**src/rtl/seg7_scan_capture.sv**
```systemverilog
// seg7_scan_capture: debounced readback of a multiplexed active-low 7-segment bus into committed hex digits, with a change pulse and a sticky enable-collision flag
module seg7_scan_capture #(
  parameter int NUM_DIGITS    = 4,
  parameter int STABLE_CYCLES = 3
) (
  input  logic                    clk,
  input  logic                    rst,
  input  logic [NUM_DIGITS-1:0]   an_n,
  input  logic [6:0]              seg,
  input  logic                    clr_err,
  output logic [4*NUM_DIGITS-1:0] digits,
  output logic [NUM_DIGITS-1:0]   digit_vld,
  output logic                    upd,
  output logic [2:0]              upd_idx,
  output logic                    err
);
  localparam int IW = $clog2(NUM_DIGITS);
  localparam logic [3:0] STABLE = 4'(STABLE_CYCLES);
  logic [6:0] cand [NUM_DIGITS];
  logic [3:0] cnt  [NUM_DIGITS];
  logic [3:0] low_cnt;
  logic [IW-1:0] sel;
  logic one_hot, multi, match, legal, commit, chg;
  logic [3:0] hex, nxt_cnt, cur_hex;
  always_comb begin
    low_cnt = '0;
    sel = '0;
    for (int i = 0; i < NUM_DIGITS; i++)
      if (!an_n[i]) begin
        low_cnt = low_cnt + 4'd1;
        sel = IW'(i);
      end
  end
  assign one_hot = low_cnt == 4'd1;
  assign multi   = low_cnt > 4'd1;
  always_comb begin
    legal = 1'b1;
    hex = 4'h0;
    case (seg)
      7'h40: hex = 4'h0;
      7'h79: hex = 4'h1;
      7'h24: hex = 4'h2;
      7'h30: hex = 4'h3;
      7'h19: hex = 4'h4;
      7'h12: hex = 4'h5;
      7'h02: hex = 4'h6;
      7'h78: hex = 4'h7;
      7'h00: hex = 4'h8;
      7'h10: hex = 4'h9;
      7'h08: hex = 4'hA;
      7'h03: hex = 4'hB;
      7'h46: hex = 4'hC;
      7'h21: hex = 4'hD;
      7'h06: hex = 4'hE;
      7'h0E: hex = 4'hF;
      default: legal = 1'b0;
    endcase
  end
  // an illegal commit keeps the old nibble, so only the valid bit can change
  assign match   = seg == cand[sel];
  assign nxt_cnt = !match ? 4'd1 : (cnt[sel] >= STABLE ? STABLE : cnt[sel] + 4'd1);
  assign commit  = one_hot && nxt_cnt == STABLE;
  assign cur_hex = digits[4*sel +: 4];
  assign chg     = commit && ((legal && hex != cur_hex) || legal != digit_vld[sel]);
  always_ff @(posedge clk) begin
    if (rst) begin
      for (int i = 0; i < NUM_DIGITS; i++) begin
        cand[i] <= '0;
        cnt[i] <= '0;
      end
      digits <= '0;
      digit_vld <= '0;
      upd <= 1'b0;
      upd_idx <= '0;
      err <= 1'b0;
    end else begin
      err <= multi | (err & ~clr_err);
      upd <= chg;
      if (chg) upd_idx <= 3'(sel);
      if (one_hot) begin
        cand[sel] <= seg;
        cnt[sel] <= nxt_cnt;
        if (commit) begin
          if (legal) digits[4*sel +: 4] <= hex;
          digit_vld[sel] <= legal;
        end
      end
    end
  end
endmodule
```
**config.mk**
```make
export PLATFORM = sky130hd
export DESIGN_NAME = seg7_scan_capture
export DESIGN_NICKNAME = d
export VERILOG_FILES = /design/src/rtl/seg7_scan_capture.sv
export SDC_FILE = /design/constraint.sdc
export NUM_CORES = 1
export LEC_CHECK = 0
export ABC_AREA = 1
export CAP_MARGIN = 15
export CORE_ASPECT_RATIO = 2
export CORE_MARGIN = 3
export CORE_UTILIZATION = 40
export DETAILED_ROUTE_END_ITERATION = 6
export GPL_TIMING_DRIVEN = 0
export PLACE_DENSITY = 0.6
export SLEW_MARGIN = 10
export SYNTH_ARGS = -nofsm -noshare
export SYNTH_HDL_FRONTEND = slang
export SYNTH_SLANG_ARGS = --single-unit
```
**constraint.sdc**
```tcl
create_clock -name clk -period 4 [get_ports clk]
set_clock_uncertainty 0.15 [all_clocks]
set_input_delay 0.8 -clock clk [delete_from_list [all_inputs] [get_ports clk]]
set_output_delay 0.8 -clock clk [all_outputs]
set_load 0.05 [all_outputs]
```
After elaboration in Yosys (flattened, before gate mapping)
Memories as Yosys holds them, arrays and structs flattened.
Index checks and enable logic that the tools add are counted.
Widths: inputs -> output; s select.
- bits in registers: 24
- bits in writable memories: 44
- input port bits: 14
- output and inout bits: 25
- memories kept: 2
- add/sub/neg operators: 5
- magnitude comparators: 4
- equal/unequal tests: 20
- shifts and indexed selects: 3
- mux-type cells: 28
- bitwise logic cells: 3
- reductions and logical operators: 11
- memories (memory ; depth ; width ; read ports ; clocked after Yosys merged registers in ; wr ports ; RTL line ; source):
    cand ; 4 ; 7 ; 1 ; 0 ; 4 ; 19 ; logic [6:0] cand [NUM_DIGITS];
    cnt ; 4 ; 4 ; 1 ; 0 ; 4 ; 20 ; logic [3:0] cnt [NUM_DIGITS];
- operators with widths (kind ; count):
    $pmux 4 s15 ; 1
    $neg 4->34 ; 1
    $shift 4x34->16 const A ; 1
    $shiftx 4x34->16 ; 1
    $eq 7x7->1 const B ; 4
    $mux 4 ; 6
    $eq 7x5->1 const B ; 3
    $eq 7x6->1 const B ; 3
    $add 4x1->4 const B ; 4
    $bwmux 16 ; 1
    $reduce_or 16->1 ; 1
    $shiftx 16x5->4 ; 1
    $eq 7x2->1 const B ; 2
    $eq 7x4->1 const B ; 2
    $mux 1 ; 12
    $mux 2 ; 4
    $eq 7x3->1 const B ; 1
    $eq 7x7->1 ; 1
    $logic_not 7->1 ; 1
    $mux 7 ; 1
    $reduce_or 7->1 ; 1
    $bwmux 4 ; 1
    $eq 4x1->1 const B ; 1
    $eq 4x2->1 const B ; 1
    other kinds (16) ; 19

Longest topological paths before layout
- depth in word-level cells: 13
- depth in mapped cells: 18
- depth with buffers taken out: 17

Worst setup path after synthesis
Ideal clock, no wire load.
- path kind: input port to flip-flop
- from: input an_n[0]
- to: memory cand[3][0] (enable)
- data arrival time: 2683 ps
- data required time: 3453 ps
- path slack: 771 ps
- stages: 7
- cells stage by stage: inv_1 ha_1 xnor2_1 ha_1 nand2_1 xor2_1 o31ai_1
- RTL lines (element ; RTL line ; source):
    start, declared ; 8 ; input logic [NUM_DIGITS-1:0] an_n,
    end, declared ; 19 ;

==> impl_metrics.ini <==
[outcome]
status = finished, final reports clean

[global_routing]
grt_usage_pct = 22.9
grt_antenna_before_repair = 0
grt_max_degree = 14
first_global_vias = 3755
overflow = 0
grt_pass1_wl_microns = 19300

[place]
place_ws_ns = -0.559
place.gp.congestion = 0.983
placed_area_sq_um = 4490
portBuffers = 36
dp_hpwl_microns = 9160

[setup_path]
startpoint = an_n[1]
timing_worst_setup_path_type = input pin to flop
cp-end-kind = flop
critPathMaxStageDelay_ns = 0.59
cp-start-kind = input pin
critical-path-slowest-cell = clkdlybuf4s50_1
cp.arrival_ns = 3.67
reg2reg_from = cnt[1][0]$_SDFFCE_PN0P_
required_ns = 3.88
crit_fanout = 9
crit_chain = clkdlybuf4s50_1, inv_2, ha_1, xnor2_1, ha_1, nand2_1, xor2_1, nor2_1, and2_1, nand2_1, inv_1, nand2_2, nand2_4

[min_path]
holdCritStartpoint = digit_vld[3]$_SDFFE_PP0P_
hold_class = flop to flop

[clock_network]
postCtsHoldBufs = 0
clock_latency_ns = 0.34
cts_buffer_depth = 2
cts_setup_buffers = 0
cts-htree-levels = 3
cts_root_buf = clkbuf_16
cts_tree = built
numCtsBuffers = 9
cts.clk_slew.worst_paths_ns = 0.06
clock-sinks = 68

[yosys]
ys_warn_count = 0
synth.distinct_cells = 33
synth_area_sq_um = 3920
syn_area_per_cell_sq_um = 7.08
syn_inst = 554
ys_ff_latch = 68
synth-seq-area-share_pct = 45.9

[power]
clockPowerShare_pct = 45.8
combPwrFrac_pct = 12.5
power.leakage_nw = 2.30
switching_share_pct = 26.6
pwr_density_cell_nw_per_um2 = 395
p_sw_uw = 509
internal-power_mw = 1.41
p_seq_share_pct = 41.6
ir_worst_vdd_mv = 0.242

[floorplan]
ios = 39
die_x_microns = 76.0
fp.coreArea_sq_um = 9450
die_h_microns = 146
rows = 50
start_util_pct = 41.5
dieArea_sq_um = 11100

[routing]
wirelength_microns = 12000
antenna_left = 0
via_per_inst = 4.89
wl_per_cell_microns = 16.1
drt_iter0_drc = 209
post-route-drc-count = 0
drtPass1Iterations = 5
vias = 3649

[timing]
timing.slew.headroom_pct = 35.5
setup_tns_ns = 0
rsz0062_at_grt = false
finalSetupViolations = 0
worst_pin_slew_ns = 0.968
fmax_mhz = 264
period_share_pct = 94.5
slew_viol_final = 0
layout_setup_ws_ns = 0.218
fin_crit_ns = 3.78
hold_viol = 0

[finish]
postLayoutCellArea_sq_um = 4850
nets = 629
insertedDiodeCount = 0
layout-drive-gt1-share_pct = 9.09
syn_to_final_growth_pct = 23.6
utilization_pct = 51.3
fillers = 939

[run]
cap_violations = 0
-- registers in the layout, summed over array words and instances, names as in the netlist --
| register | flops |
|---|---|
| digit_vld | 4 |
| cnt | 16 |
| upd | 1 |
| err | 1 |
| upd_idx | 2 |
| digits | 16 |
| cand | 28 |
-- logic make-up after synthesis --
logic type / Yosys count / synth area share [%]
buf+inv: 82 / 8.33
xor+xnor: 2 / 0.447
simple gates: 354 / 38.1
other cells: 1 / 0.0956
flops: 68 / 45.9
fa+ha+maj: 4 / 1.28
compound gates: 43 / 5.81
-- worst paths after layout --
check,endpoint,slack (ns),depth (start not counted)
max,cand[1][5]$_SDFFCE_PN0P_,0.22,13
min,digit_vld[3]$_SDFFE_PP0P_,0.35,2
max reg2reg,digits[7]$_SDFFE_PP0P_,1.69,10
min reg2reg,digit_vld[3]$_SDFFE_PP0P_,0.35,2
-- power by group through the flow --
stage / logic (mW) / registers [mW] / clock network, mW
after floorplan: 0.152 / 0.814 / 0
after global placement: 0.229 / 0.811 / 0
after detailed placement: 0.235 / 0.813 / 0
after CTS: 0.238 / 0.798 / 0.885
after global routing: 0.271 / 0.802 / 0.919
final: 0.240 / 0.797 / 0.878
-- stage by stage --
| stage | hold WS, ns | cells | total power [mW] |
|---|---|---|---|
| 2_1_floorplan | 0.558 | 562 | 0.966 |
| 3_3_place_gp | 0.341 | 728 | 1.04 |
| 3_5_place_dp | 0.345 | 729 | 1.05 |
| 4_1_cts | 0.356 | 745 | 1.92 |
| 5_1_grt | 0.376 | 746 | 1.99 |
| 6_report | 0.352 | 746 | 1.92 |
-- critical path: cells and delay by family --
kind | cells | cell delay, ns
adder cells (fa/ha/maj) | 2 | 0.51
XOR/XNOR | 2 | 0.46
buffers and inverters | 3 | 0.87
AND/OR/NAND/NOR | 6 | 1.01
-- cell type report --
| class | instances | area, sq um | area share [%] |
|---|---|---|---|
| multi-input cells | 413 | 1860 | 38.4 |
| clock buffers | 9 | 225 | 4.65 |
| clock inverters | 7 | 98.8 | 2.04 |
| repair buffers | 37 | 372 | 7.66 |
| well taps | 130 | 163 | 3.35 |
| inverters | 69 | 259 | 5.34 |
| plain buffers | 13 | 67.6 | 1.39 |
| flip-flops and latches | 68 | 1800 | 37.2 |
-- synth_stat cells --
master | count | area (sq um)
nand2_1 | 166 | 623
nor2_1 | 125 | 469
inv_1 | 57 | 214
edfxtp_1 | 44 | 1320
nand3_1 | 30 | 150
dfxtp_1 | 24 | 480
o21ai_0 | 17 | 85.1
a21oi_1 | 14 | 70.1
inv_2 | 8 | 30.0
nor3_1 | 8 | 40.0
buf_2 | 6 | 30.0
nand3_2 | 6 | 60.1
nand4_1 | 6 | 37.5
o21ai_1 | 5 | 25.0
clkbuf_1 | 4 | 15.0
clkinv_1 | 4 | 15.0
ha_1 | 4 | 50.1
o22ai_1 | 4 | 25.0
buf_4 | 3 | 22.5
nor2_2 | 3 | 18.8
a22oi_1 | 2 | 15.0
nand2_2 | 2 | 12.5
nand3b_1 | 2 | 15.0
and2_1 | 1 | 6.26
conb_1 | 1 | 3.75
nand3_4 | 1 | 17.5
nor2_8 | 1 | 20.0
nor3_2 | 1 | 10.0
nor3b_1 | 1 | 7.51
o31ai_1 | 1 | 7.51
or2_2 | 1 | 6.26
xnor2_1 | 1 | 8.76
xor2_1 | 1 | 8.76
-- per-layer routing --
metal / global-route usage [%] / routed length, microns
met5: 0 / 0
met4: 12.5 / 450
met3: 4.20 / 345
met2: 45.3 / 7090
met1: 21.6 / 4150
-- layout by cell type (no fill, tap or decap), types with 3 or more instances in the layout --
| master | instances |
|---|---|
| clkdlybuf4s50_1 | 36 |
| edfxtp_1 | 44 |
| nand2_1 | 161 |
| nand2_2 | 5 |
| ha_1 | 4 |
| inv_2 | 8 |
| clkbuf_1 | 4 |
| nand3_1 | 30 |
| buf_4 | 3 |
| nor2_1 | 125 |
| o21ai_0 | 17 |
| dfxtp_1 | 24 |
| nand4_1 | 6 |
| nor2_2 | 3 |
| nand2_4 | 3 |
| buf_2 | 6 |
| inv_1 | 57 |
| conb_1 | 9 |
| clkbuf_16 | 9 |
| nor3_1 | 8 |
| a21oi_1 | 14 |
| nand3_2 | 6 |
| o22ai_1 | 4 |
| o21ai_1 | 5 |
| clkinv_1 | 4 |
-- repair_timing --
item	in CTS	in global routing
pin swaps	0	1
gates cloned	0	1
resized for setup	3	5
endpoints found under the hold margin	0	0
setup endpoints to repair	22	33
Note: power is estimated with default switching activity, not from simulation.
